[config.mk]
export PLATFORM = sky130hd
export DESIGN_NAME = uart_tx
export DESIGN_NICKNAME = d
export VERILOG_FILES = /design/src/rtl/uart_pkg.sv /design/src/rtl/uart_baud_tick_gen.sv /design/src/rtl/uart_tx.sv
export SDC_FILE = /design/constraint.sdc
export NUM_CORES = 1
export LEC_CHECK = 0
export BUFFER_PORTS_ARGS = -buffer_cell sky130_fd_sc_hd__buf_2
export CORE_UTILIZATION = 55
export CTS_CLUSTER_SIZE = 10
export DETAILED_ROUTE_END_ITERATION = 8
export GPL_TIMING_DRIVEN = 0
export PLACE_DENSITY = 0.76
export SYNTH_ARGS = -nofsm -noshare
export SYNTH_HDL_FRONTEND = slang
export SYNTH_SLANG_ARGS = --single-unit
[constraint.sdc]
create_clock -name clk -period 4.5 [get_ports clk]
set_clock_uncertainty 0.2 [all_clocks]
set_input_delay 0.225 -clock clk [delete_from_list [all_inputs] [get_ports clk]]
set_output_delay 0.225 -clock clk [all_outputs]
set_load 0.02 [all_outputs]
[src/rtl/uart_pkg.sv]
// uart_pkg: shared definitions for the display board UART (uart_tx, uart_rx).
//   - uart_state_t : transmitter/receiver frame state encoding
//   - CLKS_PER_BIT_DEFAULT : 100 MHz / 115200 baud, truncated
package uart_pkg;

    localparam int CLKS_PER_BIT_DEFAULT = 868;

    typedef enum logic [2:0] {
        IDLE   = 3'd0,
        START  = 3'd1,
        DATA   = 3'd2,
        PARITY = 3'd3,
        STOP   = 3'd4
    } uart_state_t;

endpackage

[src/rtl/uart_baud_tick_gen.sv]
// baud_tick_gen: free-running bit-period counter.
//   clk  : system clock
//   rst  : synchronous, active-low reset
//   en   : count enable; counter is held at zero while low
//   tick : one-cycle pulse when the counter sits at CLKS_PER_BIT-1
// The counter wraps to zero on the tick cycle, so consecutive ticks are
// exactly CLKS_PER_BIT cycles apart while en stays high.
module baud_tick_gen
    import uart_pkg::*;
#(
    parameter int CLKS_PER_BIT = CLKS_PER_BIT_DEFAULT
) (
    input  logic clk,
    input  logic rst,
    input  logic en,
    output logic tick
);

    localparam int CW = (CLKS_PER_BIT > 1) ? $clog2(CLKS_PER_BIT) : 1;
    localparam logic [CW-1:0] TC = CW'(CLKS_PER_BIT - 1);

    logic [CW-1:0] cnt;

    always_ff @(posedge clk) begin
        if (!rst || !en) begin
            cnt <= '0;
        end else if (cnt == TC) begin
            cnt <= '0;
        end else begin
            cnt <= cnt + CW'(1);
        end
    end

    assign tick = en && (cnt == TC);

endmodule

[src/rtl/uart_tx.sv]
// uart_tx: byte-wide UART transmitter, 8N1/8N2 (8E1/8E2 with parity).
//   clk      : system clock, 100 MHz
//   rst      : synchronous, active-low reset
//   tx_data  : byte to send, captured on handshake
//   tx_valid : producer has a byte on tx_data
//   tx_ready : transmitter accepts a byte this cycle (registered)
//   txd      : serial line, idle high (registered)
//   busy     : high from the cycle after handshake until the last stop bit ends
// Build option: define UART_TX_PARITY_EN to insert an even-parity bit after
// the data bits. The port list is the same in both builds.
//
// state  | meaning
// IDLE   | line high, tx_ready asserted, waiting for handshake
// START  | start bit (txd=0) for one bit period
// DATA   | 8 data bits, LSB first, shift register drives txd
// PARITY | even parity bit for one bit period (parity build only)
// STOP   | txd=1 for STOP_BITS bit periods, then back to IDLE
module uart_tx
    import uart_pkg::*;
#(
    parameter int CLKS_PER_BIT = CLKS_PER_BIT_DEFAULT,
    parameter int STOP_BITS    = 1
) (
    input  logic       clk,
    input  logic       rst,
    input  logic [7:0] tx_data,
    input  logic       tx_valid,
    output logic       tx_ready,
    output logic       txd,
    output logic       busy
);

    // bit_cnt also counts stop bits, so the last stop index must fit in 3 bits
    localparam logic [2:0] STOP_LAST = 3'(STOP_BITS - 1);

    uart_state_t state, state_next;
    logic [7:0]  shift, shift_next;
    logic [2:0]  bit_cnt, bit_cnt_next;
    logic        txd_next;
    logic        tick;
    logic        handshake;

`ifdef UART_TX_PARITY_EN
    logic        parity_bit;
`endif

    baud_tick_gen #(
        .CLKS_PER_BIT (CLKS_PER_BIT)
    ) u_baud (
        .clk  (clk),
        .rst  (rst),
        .en   (state != IDLE),
        .tick (tick)
    );

    assign handshake = tx_valid && tx_ready;
    assign busy      = (state != IDLE);

    always_comb begin
        state_next   = state;
        shift_next   = shift;
        bit_cnt_next = bit_cnt;

        case (state)
            IDLE: begin
                if (handshake) begin
                    state_next   = START;
                    shift_next   = tx_data;
                    bit_cnt_next = '0;
                end
            end
            START: begin
                if (tick) begin
                    state_next = DATA;
                end
            end
            DATA: begin
                if (tick) begin
                    shift_next = shift >> 1;
                    if (bit_cnt == 3'd7) begin
                        bit_cnt_next = '0;
`ifdef UART_TX_PARITY_EN
                        state_next   = PARITY;
`else
                        state_next   = STOP;
`endif
                    end else begin
                        bit_cnt_next = bit_cnt + 3'd1;
                    end
                end
            end
`ifdef UART_TX_PARITY_EN
            PARITY: begin
                if (tick) begin
                    state_next = STOP;
                end
            end
`endif
            STOP: begin
                if (tick) begin
                    if (bit_cnt == STOP_LAST) begin
                        bit_cnt_next = '0;
                        state_next   = IDLE;
                    end else begin
                        bit_cnt_next = bit_cnt + 3'd1;
                    end
                end
            end
            default: begin
                state_next = IDLE;
            end
        endcase

        // txd is registered: decode the level the line must show next cycle
        case (state_next)
            START:   txd_next = 1'b0;
            DATA:    txd_next = shift_next[0];
`ifdef UART_TX_PARITY_EN
            PARITY:  txd_next = parity_bit;
`endif
            default: txd_next = 1'b1;
        endcase
    end

    always_ff @(posedge clk) begin
        if (!rst) begin
            state    <= IDLE;
            shift    <= '0;
            bit_cnt  <= '0;
            txd      <= 1'b1;
            tx_ready <= 1'b0;
        end else begin
            state    <= state_next;
            shift    <= shift_next;
            bit_cnt  <= bit_cnt_next;
            txd      <= txd_next;
            tx_ready <= (state_next == IDLE);
        end
    end

`ifdef UART_TX_PARITY_EN
    always_ff @(posedge clk) begin
        if (!rst) begin
            parity_bit <= 1'b0;
        end else if (state == IDLE && handshake) begin
            parity_bit <= ^tx_data;
        end
    end
`endif

endmodule
==> metrics <==
outcome=completed; max_cap viols=0; critical path type=reg2reg; clk buf depth=2; post-route ant nets=0; worst endpoint data arrival time=about 2.4 ns; Worst Setup Start Kind=flip-flop; port bufs=12; dpl hpwl=roughly 1700 µm; NumNets Final=169; GP Congestion=0.851; Hold Worst Slack=~0.019 ns; Tmin final=2.40 ns; Seq cells post-synth=26; Post-synth top flop=dfxtp_1; area delta synth->final=10.3%; Synth Net Count=151; htree depth=1; Async S/R FF share, synth=0%; Synth Area per Inst=around 9 µm²; vias in the first global route=905; drc violations=0; CP required=4.52 ns; Pre-antenna DRT Iters=4; Peak supply drop=181 µV; vias=between 1000 and 1500; DRT Wirelength=approximately 2300 µm; CORE AREA=2020 µm²; Clock Latency Late Sink=around 0.31 ns; CP Buf/Inv Count=0; All-Layer GR Usage=20.7%; FF-to-FF setup slack=about 2.1 ns; global-route wire length before repair=about 3900 µm; CTS root buffer=clkbuf_4; Post-synth EDFFs=0; DIE HEIGHT=approximately 49 µm; Register-to-Register Path Depth=6; post-synth cell types=35; crit share post-route=between 50% and 60%; CTS sink cnt=26; largest stage delay on the critical path=approximately 0.53 ns; FF+latch area=520 µm²; post_cts resized=0; die width=49.3 µm; Iter 0 DRT Violations=17; Worst-path clk slew=around 0.13 ns; layout cells sized above 1=around 16%; final-report setup violation count=0; leak pwr=roughly 0.51 nW; Starting Density=approximately 61%; Worst Tran Pin Value=around 0.55 ns; Post-Syn Instances=roughly 140; RSZ-0062 raised after global routing=false; Hold Fails Final Rpt=0; worst hold endpoint=shift[5]$_SDFFE_PN0P_; Reg-to-Reg End=shift[7]$_SDFFE_PN0P_; Ys Warns=0; die area=about 2400 µm²; worst-path maximum fanout=9; ant diodes=0; cts bufs inserted=3; wire per inst=around 13 µm; min-delay worst type=in2reg; post-synthesis sequential area ratio=around 42%; pin count of the biggest net entering global routing=14; IO Count=14; CTS tree=done; Crit path max-delay family=simple AND/OR/NAND/NOR gates; footprint of the multi-input gates=just under 700 µm²; Remaining Overflow, GRT=0; via/cell ratio=between 5 and 6; Worst slew margin=between 60 and 70%; Reg-to-Reg Start=u_baud.cnt[0]$_SDFF_PP0_; mapped cell area=roughly 1200 µm²; Hold Crit Start=tx_data[5]; Pins Over Slew Limit=0; cell chain of the critical path=ha_1, or4bb_1, nor4_4, nor2_2, a22oi_2, nor2b_1; Worst Hold Depth=3; initial antenna violation count=0; fillers=183; Max Clk Rate=roughly 0.42 GHz; FP Rows=16; Worst path depth=6; setup tns final=0 ns; CP Capture Type=flip-flop; Crit-path slowest cell=nor4_4; Pwr per Cell Area=275 nW/µm²
==> metal layers <==
metal	vias to the layer above	GRT usage [%]	routed length (µm)
met5	-	0	0
met4	0	10.3	58
met3	7	4.05	82
met2	20	34.0	1070
met1	468	25.4	1120
li1	513	-	-
==> tightest hold or removal path: stages <==
cell and delay (ns):
buf_2 0.08, a22oi_1 0.07, a21boi_0 0.13
==> area by class of cell <==
cell class	instances	share of cell area (%)
Inverter	5	1.39
Tap cell	27	2.49
Multi-Input combinational cell	101	49.7
Timing Repair Buffer	13	5.17
Sequential cell	26	38.4
Clock buffer	3	1.66
Buffer	4	1.20
==> cells in the final DEF (no fill, tap or decap), types with 2 or more instances in the layout <==
cell	Yosys	final
a21boi_0	7	7
a21oi_1	3	3
a22oi_1	6	6
a22oi_2	2	2
and2_1	3	3
and3_1	2	2
buf_2	1	13
clkbuf_1	3	3
clkbuf_4	0	3
dfxtp_1	26	26
ha_1	4	4
inv_1	5	5
nand2_1	15	15
nand2b_1	2	2
nand3_1	6	6
nand4_1	5	5
nor2_1	12	12
nor2_2	2	2
nor2b_1	3	3
nor3_1	2	2
nor4_1	2	2
o21ai_0	2	2
or3_1	2	2
or3b_2	2	2
xnor2_1	2	2
xor2_1	7	7
==> cell families after synthesis <==
| logic type | after synthesis | synth area share [%] |
|---|---|---|
| buf+inv | 9 | 2.85 |
| compound gates | 24 | 15.1 |
| fa+ha+maj | 4 | 4.07 |
| simple gates | 63 | 28.4 |
| xor+xnor | 9 | 6.42 |
| flops | 26 | 42.4 |
| mux | 1 | 0.815 |
==> synthesized netlist by cell type (2+ instances only) <==
cell / n / share of area [%]
and3_1: 2 / 1.0
xor2_1: 7 / 5.0
nor2b_1: 3 / 1.5
clkbuf_1: 3 / 0.92
a22oi_1: 6 / 3.7
a21oi_1: 3 / 1.2
nand4_1: 5 / 2.5
dfxtp_1: 26 / 42
a22oi_2: 2 / 2.0
nor3_1: 2 / 0.81
nor2_2: 2 / 1.0
nand2b_1: 2 / 1.0
nor4_1: 2 / 1.0
xnor2_1: 2 / 1.4
nor2_1: 12 / 3.7
inv_1: 5 / 1.5
o21ai_0: 2 / 0.81
and2_1: 3 / 1.5
ha_1: 4 / 4.1
a21boi_0: 7 / 4.3
or3b_2: 2 / 1.4
nand3_1: 6 / 2.4
or3_1: 2 / 1.0
nand2_1: 15 / 4.6
==> flip-flops by register name (all words and copies together), names as in the netlist <==
signal,cells
txd,1
state,3
tx_ready,1
bit_cnt,3
shift,8
u_baud.cnt,10
==> power by group <==
group	switching [mW]	leakage (nW)	total, mW	internal (mW)
Clock	0.0645	0.0138	0.0958	0.0313
Sequential	0.00400	0.211	0.241	0.237
Combinational	0.0207	0.284	0.0363	0.0155
==> worst max path at each step <==
| stage | end | slack (ns) | from |
|---|---|---|---|
| after floorplan | shift[7]$_SDFFE_PN0P_ | 2.38 | u_baud.cnt[0]$_SDFF_PP0_ |
| after global placement | shift[7]$_SDFFE_PN0P_ | 2.15 | u_baud.cnt[0]$_SDFF_PP0_ |
| after detailed placement | shift[7]$_SDFFE_PN0P_ | 2.11 | u_baud.cnt[0]$_SDFF_PP0_ |
| after CTS | shift[7]$_SDFFE_PN0P_ | 2.11 | u_baud.cnt[0]$_SDFF_PP0_ |
| after global routing | shift[1]$_SDFFE_PN0P_ | 1.94 | u_baud.cnt[0]$_SDFF_PP0_ |
| final | shift[7]$_SDFFE_PN0P_ | 2.10 | u_baud.cnt[0]$_SDFF_PP0_ |
==> through the flow <==
stage	worst slack (ns)	cells	utilization (%)	total power [mW]	cell area, µm²
2_1_floorplan	2.38	136	-	0.270	1230
3_3_place_gp	2.15	175	65.4	0.280	1320
3_5_place_dp	2.11	175	65.4	0.281	1320
4_1_cts	2.11	179	67.0	0.376	1360
5_1_grt	1.94	179	67.0	0.388	1360
6_report	2.10	179	67.0	0.373	1360
==> repair_timing <==
item,in CTS,in global routing
hold buffers,1,0
setup buffers,0,0
endpoints found under the hold margin,1,0
Power figures use the tool's default switching activity.
